==> config.mk <==
export PLATFORM = sky130hd
export DESIGN_NAME = hazard_forward_ctrl_flat
export DESIGN_NICKNAME = d
export VERILOG_FILES = /design/src/rtl/hazard_forward_if.sv /design/src/rtl/hazard_forward_ctrl.sv /design/src/flat_wrapper.sv
export SDC_FILE = /design/constraint.sdc
export NUM_CORES = 1
export LEC_CHECK = 0
export BUFFER_PORTS_ARGS = -buffer_cell sky130_fd_sc_hd__buf_4
export CORE_AREA = 2 2 85 63
export DETAILED_ROUTE_END_ITERATION = 8
export DIE_AREA = 0 0 87 65
export GPL_ROUTABILITY_DRIVEN = 0
export MAX_ROUTING_LAYER = met4
export SLEW_MARGIN = 20
export SYNTH_ARGS = -nofsm -noshare
export SYNTH_HDL_FRONTEND = slang
export SYNTH_SLANG_ARGS = --single-unit
==> constraint.sdc <==
create_clock -name in_clk -period 3.7 [get_ports in_clk]
set_clock_uncertainty 0.15 [all_clocks]
set_input_delay 0.185 -clock in_clk [delete_from_list [all_inputs] [get_ports in_clk]]
set_output_delay 0.185 -clock in_clk [all_outputs]
set_load 0.02 [all_outputs]
==> src/rtl/hazard_forward_if.sv <==
// Pipeline hazard/forwarding bus between the pipeline datapath (master) and the
// hazard controller (slave).
interface hazard_forward_if #(
    parameter int REG_AW  = 5,
    parameter int NUM_SRC = 2,
    parameter int CNT_W   = 16
);
    logic [NUM_SRC*REG_AW-1:0] in_idex_rs;
    logic [NUM_SRC-1:0]        in_idex_rs_used;
    logic [NUM_SRC*REG_AW-1:0] in_ifid_rs;
    logic [NUM_SRC-1:0]        in_ifid_rs_used;
    logic                      in_idex_memread;
    logic [REG_AW-1:0]         in_idex_rd;
    logic                      in_exmem_regwrite;
    logic [REG_AW-1:0]         in_exmem_rd;
    logic                      in_memwb_regwrite;
    logic [REG_AW-1:0]         in_memwb_rd;
    logic                      in_branch_taken;
    logic [2*NUM_SRC-1:0]      out_forward_sel;
    logic                      out_pc_write;
    logic                      out_ifid_write;
    logic                      out_idex_bubble;
    logic                      out_ifid_flush;
    logic [CNT_W-1:0]          out_stall_cycles;

    modport master (
        output in_idex_rs, in_idex_rs_used, in_ifid_rs, in_ifid_rs_used,
               in_idex_memread, in_idex_rd, in_exmem_regwrite, in_exmem_rd,
               in_memwb_regwrite, in_memwb_rd, in_branch_taken,
        input  out_forward_sel, out_pc_write, out_ifid_write, out_idex_bubble,
               out_ifid_flush, out_stall_cycles
    );

    modport slave (
        input  in_idex_rs, in_idex_rs_used, in_ifid_rs, in_ifid_rs_used,
               in_idex_memread, in_idex_rd, in_exmem_regwrite, in_exmem_rd,
               in_memwb_regwrite, in_memwb_rd, in_branch_taken,
        output out_forward_sel, out_pc_write, out_ifid_write, out_idex_bubble,
               out_ifid_flush, out_stall_cycles
    );
endinterface

==> src/rtl/hazard_forward_ctrl.sv <==
// Forwarding select, load-use stall FSM, branch flush and saturating
// stall-cycle counter for a 5-stage RISC-V pipeline.
//
// state | meaning
// IDLE  | normal flow; a load-use hazard stalls here for its first cycle
// STALL | extra load-use stall cycles, cnt_q counts the remaining ones
module hazard_forward_ctrl #(
    parameter int REG_AW     = 5,
    parameter int NUM_SRC    = 2,
    parameter int LOAD_STALL = 1,
    parameter int CNT_W      = 16
) (
    input  logic             in_clk,
    input  logic             in_rst,
    hazard_forward_if.slave  bus
);
    typedef enum logic [0:0] {IDLE = 1'b0, STALL = 1'b1} state_t;

    state_t             state_q, state_d;
    logic [2:0]         cnt_q, cnt_d;
    logic [CNT_W-1:0]   stall_cnt_q, stall_cnt_d;
    logic [2*NUM_SRC-1:0] fwd_sel;
    logic               lu_hit;
    logic               lu;
    logic               pc_write;
    logic               ifid_write;
    logic               bubble;
    logic               flush;

    always_comb begin
        fwd_sel = '0;
        lu_hit  = 1'b0;
        for (int i = 0; i < NUM_SRC; i++) begin
            if (bus.in_idex_rs_used[i] && bus.in_exmem_regwrite && (bus.in_exmem_rd != '0)
                && (bus.in_exmem_rd == bus.in_idex_rs[i*REG_AW +: REG_AW])) begin
                fwd_sel[2*i +: 2] = 2'b10;
            end else if (bus.in_idex_rs_used[i] && bus.in_memwb_regwrite && (bus.in_memwb_rd != '0)
                && (bus.in_memwb_rd == bus.in_idex_rs[i*REG_AW +: REG_AW])) begin
                fwd_sel[2*i +: 2] = 2'b01;
            end
            if (bus.in_ifid_rs_used[i] && (bus.in_ifid_rs[i*REG_AW +: REG_AW] == bus.in_idex_rd)) begin
                lu_hit = 1'b1;
            end
        end
        lu = bus.in_idex_memread && (bus.in_idex_rd != '0) && lu_hit;
    end

    always_ff @(posedge in_clk) begin
        if (in_rst) begin
            state_q     <= IDLE;
            cnt_q       <= '0;
            stall_cnt_q <= '0;
        end else begin
            state_q     <= state_d;
            cnt_q       <= cnt_d;
            stall_cnt_q <= stall_cnt_d;
        end
    end

    always_comb begin
        state_d = state_q;
        cnt_d   = cnt_q;
        case (state_q)
            IDLE: begin
                if (!bus.in_branch_taken && lu && (LOAD_STALL > 1)) begin
                    state_d = STALL;
                    cnt_d   = 3'(LOAD_STALL - 2);
                end
            end
            STALL: begin
                if (bus.in_branch_taken || (cnt_q == 3'd0)) begin
                    state_d = IDLE;
                    cnt_d   = '0;
                end else begin
                    cnt_d = cnt_q - 3'd1;
                end
            end
            default: begin
                state_d = IDLE;
                cnt_d   = '0;
            end
        endcase
    end

    // A branch resolved in EX squashes the dependent instruction, so it wins over any stall.
    always_comb begin
        pc_write   = 1'b1;
        ifid_write = 1'b1;
        bubble     = 1'b0;
        flush      = 1'b0;
        if (!in_rst) begin
            case (state_q)
                IDLE: begin
                    if (bus.in_branch_taken) begin
                        flush  = 1'b1;
                        bubble = 1'b1;
                    end else if (lu) begin
                        pc_write   = 1'b0;
                        ifid_write = 1'b0;
                        bubble     = 1'b1;
                    end
                end
                STALL: begin
                    bubble = 1'b1;
                    if (bus.in_branch_taken) begin
                        flush = 1'b1;
                    end else begin
                        pc_write   = 1'b0;
                        ifid_write = 1'b0;
                    end
                end
                default: ;
            endcase
        end
    end

    always_comb begin
        stall_cnt_d = stall_cnt_q;
        if (!pc_write && (stall_cnt_q != '1)) begin
            stall_cnt_d = stall_cnt_q + 1'b1;
        end
    end

    assign bus.out_forward_sel  = in_rst ? '0 : fwd_sel;
    assign bus.out_pc_write     = pc_write;
    assign bus.out_ifid_write   = ifid_write;
    assign bus.out_idex_bubble  = bubble;
    assign bus.out_ifid_flush   = flush;
    assign bus.out_stall_cycles = in_rst ? '0 : stall_cnt_q;
endmodule

==> src/flat_wrapper.sv <==
// flat-port wrapper written by rule: the top's interface ports become plain ports
module hazard_forward_ctrl_flat 
#(
    parameter int REG_AW     = 5,
    parameter int NUM_SRC    = 2,
    parameter int LOAD_STALL = 1,
    parameter int CNT_W      = 16
)
  (in_clk, in_rst, bus_in_idex_rs, bus_in_idex_rs_used, bus_in_ifid_rs, bus_in_ifid_rs_used, bus_in_idex_memread, bus_in_idex_rd, bus_in_exmem_regwrite, bus_in_exmem_rd, bus_in_memwb_regwrite, bus_in_memwb_rd, bus_in_branch_taken, bus_out_forward_sel, bus_out_pc_write, bus_out_ifid_write, bus_out_idex_bubble, bus_out_ifid_flush, bus_out_stall_cycles);
  hazard_forward_if #(.REG_AW(REG_AW), .NUM_SRC(NUM_SRC), .CNT_W(CNT_W)) bus_i ();
  input  logic in_clk;
  input  logic in_rst;
  input wire logic [$bits(bus_i.in_idex_rs)-1:0] bus_in_idex_rs;
  input wire logic [$bits(bus_i.in_idex_rs_used)-1:0] bus_in_idex_rs_used;
  input wire logic [$bits(bus_i.in_ifid_rs)-1:0] bus_in_ifid_rs;
  input wire logic [$bits(bus_i.in_ifid_rs_used)-1:0] bus_in_ifid_rs_used;
  input wire logic [$bits(bus_i.in_idex_memread)-1:0] bus_in_idex_memread;
  input wire logic [$bits(bus_i.in_idex_rd)-1:0] bus_in_idex_rd;
  input wire logic [$bits(bus_i.in_exmem_regwrite)-1:0] bus_in_exmem_regwrite;
  input wire logic [$bits(bus_i.in_exmem_rd)-1:0] bus_in_exmem_rd;
  input wire logic [$bits(bus_i.in_memwb_regwrite)-1:0] bus_in_memwb_regwrite;
  input wire logic [$bits(bus_i.in_memwb_rd)-1:0] bus_in_memwb_rd;
  input wire logic [$bits(bus_i.in_branch_taken)-1:0] bus_in_branch_taken;
  output wire logic [$bits(bus_i.out_forward_sel)-1:0] bus_out_forward_sel;
  output wire logic [$bits(bus_i.out_pc_write)-1:0] bus_out_pc_write;
  output wire logic [$bits(bus_i.out_ifid_write)-1:0] bus_out_ifid_write;
  output wire logic [$bits(bus_i.out_idex_bubble)-1:0] bus_out_idex_bubble;
  output wire logic [$bits(bus_i.out_ifid_flush)-1:0] bus_out_ifid_flush;
  output wire logic [$bits(bus_i.out_stall_cycles)-1:0] bus_out_stall_cycles;
  assign bus_i.in_idex_rs = bus_in_idex_rs;
  assign bus_i.in_idex_rs_used = bus_in_idex_rs_used;
  assign bus_i.in_ifid_rs = bus_in_ifid_rs;
  assign bus_i.in_ifid_rs_used = bus_in_ifid_rs_used;
  assign bus_i.in_idex_memread = bus_in_idex_memread;
  assign bus_i.in_idex_rd = bus_in_idex_rd;
  assign bus_i.in_exmem_regwrite = bus_in_exmem_regwrite;
  assign bus_i.in_exmem_rd = bus_in_exmem_rd;
  assign bus_i.in_memwb_regwrite = bus_in_memwb_regwrite;
  assign bus_i.in_memwb_rd = bus_in_memwb_rd;
  assign bus_i.in_branch_taken = bus_in_branch_taken;
  assign bus_out_forward_sel = bus_i.out_forward_sel;
  assign bus_out_pc_write = bus_i.out_pc_write;
  assign bus_out_ifid_write = bus_i.out_ifid_write;
  assign bus_out_idex_bubble = bus_i.out_idex_bubble;
  assign bus_out_ifid_flush = bus_i.out_ifid_flush;
  assign bus_out_stall_cycles = bus_i.out_stall_cycles;
  hazard_forward_ctrl #(.REG_AW(REG_AW), .NUM_SRC(NUM_SRC), .LOAD_STALL(LOAD_STALL), .CNT_W(CNT_W)) u_core (.in_clk(in_clk), .in_rst(in_rst), .bus(bus_i));
endmodule
======== Word level (Yosys, flattened, before mapping) ========
Index checks and enable logic that the tools add are counted.
cells by class
  mux-type cells .......................... 20
  reduce and logical (&&, ||, !) cells .... 24
  $add $sub $neg .......................... 2
  equal/unequal tests ..................... 7
  bitwise gates (word level) .............. 1
operators with widths
  cell                                                                count
  5-bit equality test                                                 6
  1-bit logical AND                                                   17
  16-bit by 1-bit adder with 16-bit output, second input constant     1
  16-bit two-way mux                                                  1
  16-bit != test, second input constant                               1
  5-bit nonzero test                                                  3
  1-bit two-way mux                                                   13
  2-bit two-way mux                                                   2
  4-bit two-way mux                                                   1
  1-bit one-hot mux with 2 select lines                               2
  3-bit zero test                                                     1
  3-bit two-way mux                                                   1
  3-bit by 1-bit subtractor with 3-bit output, second input constant  1
  2-bit OR reduction                                                  1
  1-bit zero test                                                     1
  1-bit logical OR                                                    1
  1-bit NOT                                                           1
word-level totals
  output and inout port bits .............. 24
  flip-flop bits (word level) ............. 20
  word-level logic and storage cells ...... 57
  bits of input ports ..................... 45

======== Depth between registers and ports, before layout ========
  depth after elaboration ................. 11
  depth in mapped cells ................... 7
  mapped depth without buffers ............ 7

======== Worst setup path after synthesis ========
No wires, ideal clock.
  path type ............................... reg-to-reg
  from .................................... register u_core.stall_cnt_q[0]
  to ...................................... register u_core.stall_cnt_q[15]
  setup slack ............................. 1.583 ns
  cell stages (with the launch flop) ...... 8
  period minus slack after synthesis ...... 2.117 ns
  data required time ...................... 3.479 ns
  path buffers ............................ 0
  arrival ................................. 1.897 ns
  library setup time ...................... 0.071 ns
  path through ............................ dfxtp_1 ha_1 nand2_1 nor4_1 or3b_4 or3_1 or3_1 a21oi_1
on the way
  cells in the longest elaborated chain, start to end .. 2
  elaborated cells between the ends (all ways) .. 3
  classes of those cells .................. add/sub (1); eq/ne (1); reduce/logical (1)
RTL lines
  element                                                                           line                       source
  start, declared                                                                   hazard_forward_ctrl.sv:21  logic [CNT_W-1:0] stall_cnt_q, stall_cnt_d;
  start signal, assigned                                                            hazard_forward_ctrl.sv:56  stall_cnt_q <= stall_cnt_d;
  branches (longest 2 deep; another with 16-bit by 1-bit adder with 16-bit output)  --
Several ways; the timed one is not identified.
A chain may end at the register's enable or synchronous reset.

======== Worst setup path after layout ========
  from .................................... register u_core.stall_cnt_q[0]
  to ...................................... register u_core.stall_cnt_q[10]
The elaborated chain is that of the path after synthesis.

==> results.py <==
metrics = {
    "outcome": {
        "status": "completed",
    },
    "sta": {
        "period_share_pct": 62.99,
        "timing.final.ws_setup_ps": 1369,
        "finalSetupTns_ps": 0,
        "tightest_slew_ps": 755.2,
        "setup_violations": 0,
        "final_max_slew_viol_count": 0,
        "whs_ps": 172.9,
        "hold_viol": 0,
        "fmax_ghz": 0.4291,
        "post-route-min-period_ps": 2331,
        "rsz0062_at_grt": "false",
        "slew-limit-headroom_pct": 49.65,
    },
    "placed_design": {
        "dp.cells": 320,
        "dp_hpwl_um": 3324,
        "io_buffers": 68,
        "dp_worst_setup_slack_ps": 1299,
    },
    "synth": {
        "ys_warn_count": 0,
        "syn_inst": 199,
        "yosysTopAreaCellShare_pct": 25.93,
        "yosys.area.top_type": "dfxtp_1",
        "synthFlopType": "dfxtp_1",
        "syn_area_per_cell_sq_um": 7.759,
        "synth_area_leaders": "dfxtp_1 (26%), xor2_1 (9.1%), mux2_2 (8.0%), xnor2_1 (7.9%), nor2_1 (5.6%)",
        "syn-cell-area_sq_um": 1544,
        "ys_types": 32,
        "ys_seq_area_share_pct": 25.93,
        "synth-seq-cells": 20,
        "syn-num-nets": 247,
        "async_reset_ff_share_pct": 0,
        "synth-edff-count": 0,
    },
    "global_route": {
        "grtUsageMet1_pct": 20.29,
        "grt_pass1_vias": 1527,
        "use_met2_pct": 24.05,
        "grt_usage_pct": 15.39,
        "overflow": 0,
        "grt_use_met3_pct": 3.822,
        "antenna_found_initial": 0,
        "top_usage_layer": "met2",
        "grt_start_max_net_pins": 41,
        "grt_pass1_wl_um": 6817,
    },
    "final_layout": {
        "final_nets": 313,
        "layout_common_cells": "buf_4 (68), nor2_1 (23), dfxtp_1 (20)",
        "diodes": 0,
        "syn_to_final_growth_pct": 39.47,
        "finish.utilization_pct": 43.70,
        "fin_cells": 324,
        "final_common_cell": "buf_4",
        "layout-drive-gt1-share_pct": 33.33,
    },
    "clock_network": {
        "cts_tree": "built",
        "clk_latency_ps": 260,
        "cts_hold_buf": 0,
        "cts_max_path_buffers": 2,
        "clock-sinks": 20,
        "ctsResizeCount": 0,
        "cts_buffers": 3,
        "cts_htree_levels": 1,
        "clockRootBuffer": "clkbuf_8",
        "clk_pin_slew_ps": 80,
        "post_cts_buffers": 0,
    },
    "critical_path": {
        "worst_setup_path_start_kind": "flip-flop",
        "critPathKind": "reg2reg",
        "critPathRequiredTime_ps": 3700,
        "path_max_fanout": 8,
        "arrival_ps": 2330,
        "endpoint_kind": "flip-flop",
    },
    "floorplanning": {
        "coreArea_sq_um": 4927,
        "row_count": 22,
        "die_y_um": 65,
        "dieArea_sq_um": 5655,
        "io_pins": 69,
        "initial_core_util_pct": 31.34,
        "die_width_um": 87,
    },
    "detailed_routing": {
        "vias": 1593,
        "ant_nets": 0,
        "drc": 0,
        "wl_um": 4192,
        "wire_per_inst_um": 12.94,
        "via_per_inst": 4.917,
        "first_pass_iters": 4,
        "drtIter0Drc": 56,
    },
    "pwr": {
        "comb_power_share_pct": 21.2,
        "p_per_area_nw_per_um2": 225.9,
        "intPower_uw": 364.7,
        "p_sw_uw": 121.8,
        "p_sw_share_pct": 25.03,
        "ir_drop_uv": 115.2,
        "clockPowerShare_pct": 34.6,
        "pwr-share-seq_pct": 44.2,
        "leakagePower_nw": 0.8868,
    },
    "flow_run": {
        "maxCapViolCount": 0,
    },
    "worst_hold_path": {
        "hold_class": "in2reg",
    },
}
==> path summary, 6_finish.rpt <==
path	start	to	slack (ps)	cells past startpoint
worst max-delay path	u_core.stall_cnt_q[0]	u_core.stall_cnt_q[10]	1370	7
worst min-delay path	in_rst	u_core.cnt_q[2]	170	2
worst max register to register	u_core.stall_cnt_q[0]	u_core.stall_cnt_q[10]	1370	7
worst min register to register	u_core.stall_cnt_q[7]	u_core.stall_cnt_q[7]	360	2
==> critical path: stages, from the launching register on <==
cell	delay, ps
dfxtp_1	400
ha_1	240
nand2_1	100
nor4_1	560
nand2_1	100
nand2_1	260
nor4_1	100
mux2_2	310
==> sequential cells by signal, summed over array words and instances (netlist names) <==
name,count
u_core.state_q,1
u_core.stall_cnt_q,16
u_core.cnt_q,3
==> through the flow <==
stage,power [mW],instance area (sq um)
floorplan,0.2655,1544
global placement,0.3234,2098
detailed placement,0.3235,2098
CTS,0.4936,2153
global route,0.5100,2153
finish,0.4865,2153
==> cell families (layout without fill, tap and decap cells) <==
kind of cell,Yosys count,in the layout,synth area share [%]
simple gates,99,99,34.28
xor+xnor,30,30,17.02
compound gates,20,20,7.294
flops,20,20,25.93
buf+inv,14,79,3.728
mux,13,13,9.319
fa+ha+maj,3,3,2.431
==> synth_stat cells (all sizes together) (2+ instances only) <==
cell type	number
a21oi	8
and3	3
buf	2
clkbuf	5
dfxtp	20
ha	3
inv	7
mux2	11
mux2i	2
nand2	11
nand3	13
nand4	5
nor2	23
nor2b	13
nor3	9
nor4	9
o21ai	8
or3	5
or4	4
xnor2	14
xor2	16
==> cell type report <==
class	instances	area, sq um
multi-input cells	165	1086
repair buffers	68	510.5
fillers	500	2774
inverters	7	26.28
flip-flops and latches	20	400.4
clock buffers	4	55.05
well taps	60	75.07
==> layer usage <==
metal,part of all wire [%],vias to the layer above
li1,-,825
met1,49,711
met2,43,53
met3,7.6,4
met4,0.60,0
met5,0,-
==> power by group through the flow <==
| stage | registers (mW) | logic, mW | clock network, mW |
|---|---|---|---|
| after floorplan | 0.220 | 0.0453 | 0 |
| after global placement | 0.220 | 0.103 | 0 |
| after detailed placement | 0.220 | 0.103 | 0 |
| after CTS | 0.215 | 0.104 | 0.175 |
| after global routing | 0.215 | 0.114 | 0.181 |
| final | 0.215 | 0.103 | 0.168 |
(Power assumes the default switching activity.)
